`src/rtl/bus_fabric.sv`:
```
// CPU-side memory fabric: N-region registered address decoder with wait states,
// write protection, a ready handshake and a sticky fault report.
module bus_fabric #(
    parameter int unsigned         NREG         = 3,
    parameter int unsigned         AW           = 20,
    parameter int unsigned         DW           = 8,
    parameter logic [NREG*AW-1:0]  BASE         = {20'hFF000, 20'hB8000, 20'h00000},
    parameter logic [NREG*AW-1:0]  MASK         = {20'hFF000, 20'hFF000, 20'hE0000},
    parameter logic [NREG*4-1:0]   WAIT         = {4'd0, 4'd1, 4'd0},
    parameter logic [NREG-1:0]     RO           = 3'b100,
    parameter logic [DW-1:0]       DEFAULT_DATA = 8'hFF
) (
    input  logic                 clock,
    input  logic                 reset,
    input  logic                 req,
    input  logic                 we,
    input  logic [AW-1:0]        address,
    input  logic [DW-1:0]        out,
    output logic [DW-1:0]        in,
    output logic                 ready,
    output logic [AW-1:0]        mem_a,
    output logic [DW-1:0]        mem_d,
    output logic [NREG-1:0]      sel,
    output logic [NREG-1:0]      wr,
    input  logic [NREG*DW-1:0]   q,
    input  logic                 fault_clr,
    output logic                 fault,
    output logic [AW-1:0]        fault_addr
);

    localparam int unsigned IW = (NREG > 1) ? $clog2(NREG) : 1;
    localparam int unsigned CW = 4;

    typedef enum logic [1:0] {
        ST_IDLE,
        ST_WAIT,
        ST_ACCESS,
        ST_CAPTURE
    } state_t;

    state_t          state;
    state_t          state_next;

    logic [IW-1:0]   idx_q;
    logic            we_q;
    logic            unmapped_q;
    logic [CW-1:0]   cnt_q;

    logic            hit_c;
    logic [IW-1:0]   hit_idx_c;
    logic [CW-1:0]   hit_wait_c;
    logic            accept_c;
    logic [IW-1:0]   acc_idx_c;
    logic            acc_we_c;
    logic [NREG-1:0] acc_onehot_c;
    logic [DW-1:0]   q_sel_c;
    logic            ro_sel_c;
    logic            fault_hit_c;

    logic [NREG-1:0] sel_d;
    logic [NREG-1:0] wr_d;
    logic            ready_d;
    logic [DW-1:0]   in_d;
    logic            fault_d;
    logic [AW-1:0]   fault_addr_d;

    // Address decode; scanning downward lets the lowest matching region win.
    always_comb begin
        hit_c      = 1'b0;
        hit_idx_c  = '0;
        hit_wait_c = '0;
        for (int i = int'(NREG) - 1; i >= 0; i--) begin
            if ((address & MASK[i*AW +: AW]) == BASE[i*AW +: AW]) begin
                hit_c      = 1'b1;
                hit_idx_c  = IW'(i);
                hit_wait_c = WAIT[i*CW +: CW];
            end
        end
    end

    // The cycle after ready the CPU may still hold req; never re-accept it.
    assign accept_c = (state == ST_IDLE) && req && !ready;

    // ACCESS is entered either straight from IDLE (live decode) or from WAIT (latched).
    always_comb begin
        acc_idx_c = (state == ST_IDLE) ? hit_idx_c : idx_q;
        acc_we_c  = (state == ST_IDLE) ? we : we_q;
    end

    always_comb begin
        q_sel_c      = '0;
        ro_sel_c     = 1'b0;
        acc_onehot_c = '0;
        for (int i = 0; i < int'(NREG); i++) begin
            if (idx_q == IW'(i)) begin
                q_sel_c  = q[i*DW +: DW];
                ro_sel_c = RO[i];
            end
            if (acc_idx_c == IW'(i)) begin
                acc_onehot_c[i] = 1'b1;
            end
        end
    end

    assign fault_hit_c = unmapped_q || (we_q && ro_sel_c);

    always_ff @(posedge clock) begin
        if (reset) begin
            state <= ST_IDLE;
        end else begin
            state <= state_next;
        end
    end

    always_comb begin
        state_next = state;
        case (state)
            ST_IDLE: begin
                if (accept_c) begin
                    if (!hit_c) begin
                        state_next = ST_CAPTURE;
                    end else if (hit_wait_c == '0) begin
                        state_next = ST_ACCESS;
                    end else begin
                        state_next = ST_WAIT;
                    end
                end
            end
            ST_WAIT: begin
                if (cnt_q == CW'(1)) begin
                    state_next = ST_ACCESS;
                end
            end
            ST_ACCESS:  state_next = ST_CAPTURE;
            ST_CAPTURE: state_next = ST_IDLE;
            default:    state_next = ST_IDLE;
        endcase
    end

    // Next values of the registered outputs; a fault raised in CAPTURE beats fault_clr.
    always_comb begin
        sel_d        = '0;
        wr_d         = '0;
        ready_d      = 1'b0;
        in_d         = in;
        fault_d      = fault;
        fault_addr_d = fault_addr;
        if (state_next == ST_ACCESS) begin
            sel_d = acc_onehot_c;
            wr_d  = acc_onehot_c & ~RO & {NREG{acc_we_c}};
        end
        if (fault_clr) begin
            fault_d = 1'b0;
        end
        if (state == ST_CAPTURE) begin
            ready_d = 1'b1;
            in_d    = unmapped_q ? DEFAULT_DATA : q_sel_c;
            if (fault_hit_c) begin
                fault_d = 1'b1;
                if (!fault || fault_clr) begin
                    fault_addr_d = mem_a;
                end
            end
        end
    end

    always_ff @(posedge clock) begin
        if (reset) begin
            sel        <= '0;
            wr         <= '0;
            ready      <= 1'b0;
            in         <= DEFAULT_DATA;
            fault      <= 1'b0;
            fault_addr <= '0;
            mem_a      <= '0;
            mem_d      <= '0;
            idx_q      <= '0;
            we_q       <= 1'b0;
            unmapped_q <= 1'b0;
            cnt_q      <= '0;
        end else begin
            sel        <= sel_d;
            wr         <= wr_d;
            ready      <= ready_d;
            in         <= in_d;
            fault      <= fault_d;
            fault_addr <= fault_addr_d;
            if (accept_c) begin
                mem_a      <= address;
                mem_d      <= out;
                idx_q      <= hit_idx_c;
                we_q       <= we;
                unmapped_q <= !hit_c;
                cnt_q      <= hit_wait_c;
            end else if (state == ST_WAIT) begin
                cnt_q <= cnt_q - CW'(1);
            end
        end
    end

endmodule

```
`config.mk`:
```
export PLATFORM = sky130hd
export DESIGN_NAME = bus_fabric
export DESIGN_NICKNAME = d
export VERILOG_FILES = /design/src/rtl/bus_fabric.sv
export SDC_FILE = /design/constraint.sdc
export NUM_CORES = 1
export LEC_CHECK = 0
export CORE_MARGIN = 2
export CORE_UTILIZATION = 44
export CTS_BUF_LIST = sky130_fd_sc_hd__clkbuf_4
export DETAILED_ROUTE_END_ITERATION = 8
export GPL_TIMING_DRIVEN = 1
export PLACE_DENSITY_LB_ADDON = 0.15
export SLEW_MARGIN = 20
export SYNTH_ARGS = -nofsm -noshare
export SYNTH_HDL_FRONTEND = slang
export SYNTH_SLANG_ARGS = --single-unit
```
`constraint.sdc`:
```
create_clock -name clock -period 2.19 [get_ports clock]
set_input_delay 0.657 -clock clock [delete_from_list [all_inputs] [get_ports clock]]
set_output_delay 0.657 -clock clock [all_outputs]
set_load 0.05 [all_outputs]
```
==> impl_metrics.tcl, run 1 <==
set metrics [dict create \
    core_um2 6420 \
    crit_chain "dlygate4sd2_1" \
    route.detailed.drc 0 \
    power.switching_mw 1.09 \
    ctsResizeCount 55 \
    p_comb_share_pct 26.8 \
    synth_edf_count 0 \
    synthDistinctLibCells 41 \
    wl_um 7820 \
    cp.buffers_inverters 1 \
    cp_data_arrival_time_ns 1.33 \
    yosysWarnings 0 \
    p_clk_share_pct 28.1 \
    dieHeight_um 86.0 \
    sw_frac_of_total_pct 32.9 \
    dr.first_iter.drc_count 94 \
    reg2regPathDepth 3 \
    synth-async-reset-ratio_pct 0 \
    internal_power_mw 2.22 \
    total_power_mw 3.31 \
    rsz0062_at_grt "false" \
    numCtsBuffers 9 \
    clk_pin_slew_worst_paths_ns 0.12 \
    crit_slowest_cell "dlygate4sd2_1" \
    maxSlewViolCount 0 \
    synth_area_leader_cell "dfxtp_1" \
    cellLeakagePower_nw 2.05 \
    areaGrowthSynthToFinish_pct 47.8 \
    root_buffer "clkbuf_4" \
    final.setup.tns_ns 0 \
    status "completed" \
    synth_ff_type "dfxtp_1" \
    grt_max_degree 26 \
    critical_path.max_stage_delay_ns 0.54 \
    die_width_um 86.0 \
    portBuffers 119 \
    dieArea_um2 7390 \
    synth_top_family_by_area "simple AND/OR/NAND/NOR gates" \
    drv_cap 0 \
    vias 2800 \
    cp.depth 1 \
    synth_area_um2 2960 \
    syn-num-nets 391 \
    wire_per_inst_um 14.5 \
    viasPerCell 5.18 \
    worstSetupPathType "flop to output pin" \
    power.density_nw_per_um2 758 \
    finish.utilization_pct 68.0 \
    rows 29 \
    critPathRequiredTime_ns 1.53 \
    hold_viol_final 0 \
    postCtsHoldBufs 0 \
    setup_viol 0 \
    gp_congestion 0.790 \
    period_minus_slack_ns 1.99 \
    cts.path.max_buffers 2 \
    grt_pass1_vias 2743 \
    synthXorXnorAreaFrac_pct 0.888 \
    hold_depth 2 \
    synth_most_common_cell "dfxtp_1" \
    synth_cells 332 \
    synth-compound-area-share_pct 15.4 \
    grt_usage_pct 21.8 \
    synth_top_area_share_pct 49.4 \
    avgSynthCellArea_um2 8.91 \
    worst_slew_pin_slew_ns 0.584 \
    finalClockSkew_ns 0.0142 \
    path_max_fanout 3 \
    end_kind "output pin" \
    grt_overflow 0 \
    yosys.area_share.simple_pct 19.1 \
    ys_seq_area_share_pct 49.4 \
    drive_gt1_share_pct 11.2 \
    startpoint_type "flop" \
    ys_ff_latch 73 \
    design.portCount 121 \
    synth_adder_area_share_pct 0.846 \
    final_antenna_net_count 0 \
    final_cell_area_um2 4370 \
    dr.pass1.iters 4 \
    fillers 568 \
    cts_setup_buffers 0 \
    n_antenna_cell 0 \
    power_frac_seq_pct 45.2 \
    grt_pass1_wl_um 12700 \
    tritoncts "yes" \
    clock_latency_ns 0.41 \
    synth.area.top_cells "dfxtp_1, mux2i_1, nand2_1" \
    hpwl_um 5710 \
    antenna_found_initial 0 \
    period_share_pct 90.9 \
    clock-sinks 73 \
    cp_top_family "buffers and inverters" \
    synth_commonest_cells "dfxtp_1, nand2_1, a21oi_1" \
    muxShareOfSynthArea_pct 9.86 \
    initial_core_util_pct 46.1 \
    relSlewSlack_pct 60.1 \
    hold_path.class "flop to flop" \
    max-vdd-ir-drop_mv 0.420 \
    cts_max_level 3 \
    nets 518 \
    place_area_um2 4280 \
    fmax_ghz 0.502 \
]
==> registers in the layout, summed over array words and instances, names as in the netlist <==
register and flops:
we_q 1, in 8, idx_q 2, wr 2
state 2, sel 3, cnt_q 4, mem_d 8
mem_a 20, unmapped_q 1, fault_addr 20, ready 1
fault 1
==> power groups by stage <==
stage | Combinational [mW] | Clock [mW] | Sequential [mW]
after floorplan | 0.365 | 0 | 1.73
after global placement | 0.919 | 0 | 1.52
after detailed placement | 0.929 | 0 | 1.53
after CTS | 0.892 | 0.955 | 1.49
after global routing | 0.955 | 1.01 | 1.51
final | 0.887 | 0.931 | 1.50
==> cells in the final DEF (no fill, tap or decap), drive strengths merged, types with 3 or more instances in the layout <==
master	count
a2111oi	9
a21oi	42
a31oi	3
buf	30
clkbuf	10
clkdlybuf4s50	55
clkinv	4
dfxtp	73
dlygate4sd2	55
inv	4
mux2i	28
nand2	66
nor2	34
nor2b	3
nor3	4
nor4	4
o21bai	9
==> cells by family after synthesis <==
| group | count (synthesis) |
|---|---|
| fa+ha+maj | 2 |
| buf+inv | 28 |
| compound gates | 71 |
| simple gates | 125 |
| other cells | 1 |
| mux | 29 |
| xor+xnor | 3 |
| flops | 73 |
==> area by class of cell <==
class / instances / area (um^2) / area share (%)
timing repair buffer: 140 / 1270 / 29.0
clock buffer: 10 / 75.1 / 1.72
clock inverter: 6 / 82.6 / 1.89
tap: 77 / 96.3 / 2.20
sequential: 73 / 1460 / 33.4
inverter: 4 / 15.0 / 0.344
multi-input combinational: 231 / 1370 / 31.4
==> metal layers <==
metal | vias up | global-route usage [%] | part of all wire, %
li1 | 1395 | - | -
met3 | 12 | 9.14 | 9.0
met4 | 0 | 9.52 | 1.5
met5 | - | 0 | 0
met2 | 111 | 34.9 | 48
met1 | 1282 | 25.5 | 42
==> worst paths after layout <==
| path | endpoint | slack, ns | start |
|---|---|---|---|
| max | mem_a[5] | 0.20 | mem_a[5]$_SDFFE_PP0N_ |
| min | mem_d[0]$_SDFFE_PP0N_ | 0.46 | mem_d[0]$_SDFFE_PP0N_ |
| min reg2reg | mem_d[0]$_SDFFE_PP0N_ | 0.46 | mem_d[0]$_SDFFE_PP0N_ |
| max reg2reg | in[2]$_SDFFE_PP1P_ | 0.31 | idx_q[1]$_SDFFE_PP0N_ |
==> through the flow <==
step                      std cells  hold slack [ns]  worst slack (ns)
final                           541            0.458             0.199
after global routing            541            0.478             0.120
after CTS                       541            0.462             0.173
after detailed placement        525            0.451            -0.181
after global placement          525            0.442            -0.124
after floorplan                 332            0.453             0.360
Note: power is estimated with default switching activity, not from simulation.
==> run 2, diff against run 1 <==
- SKIP_LAST_GASP: unset -> 1
- SLEW_MARGIN: 20 -> 25
==> results of run 2 <==
No change in the layout: final DEF, timing and power equal those of run 1.
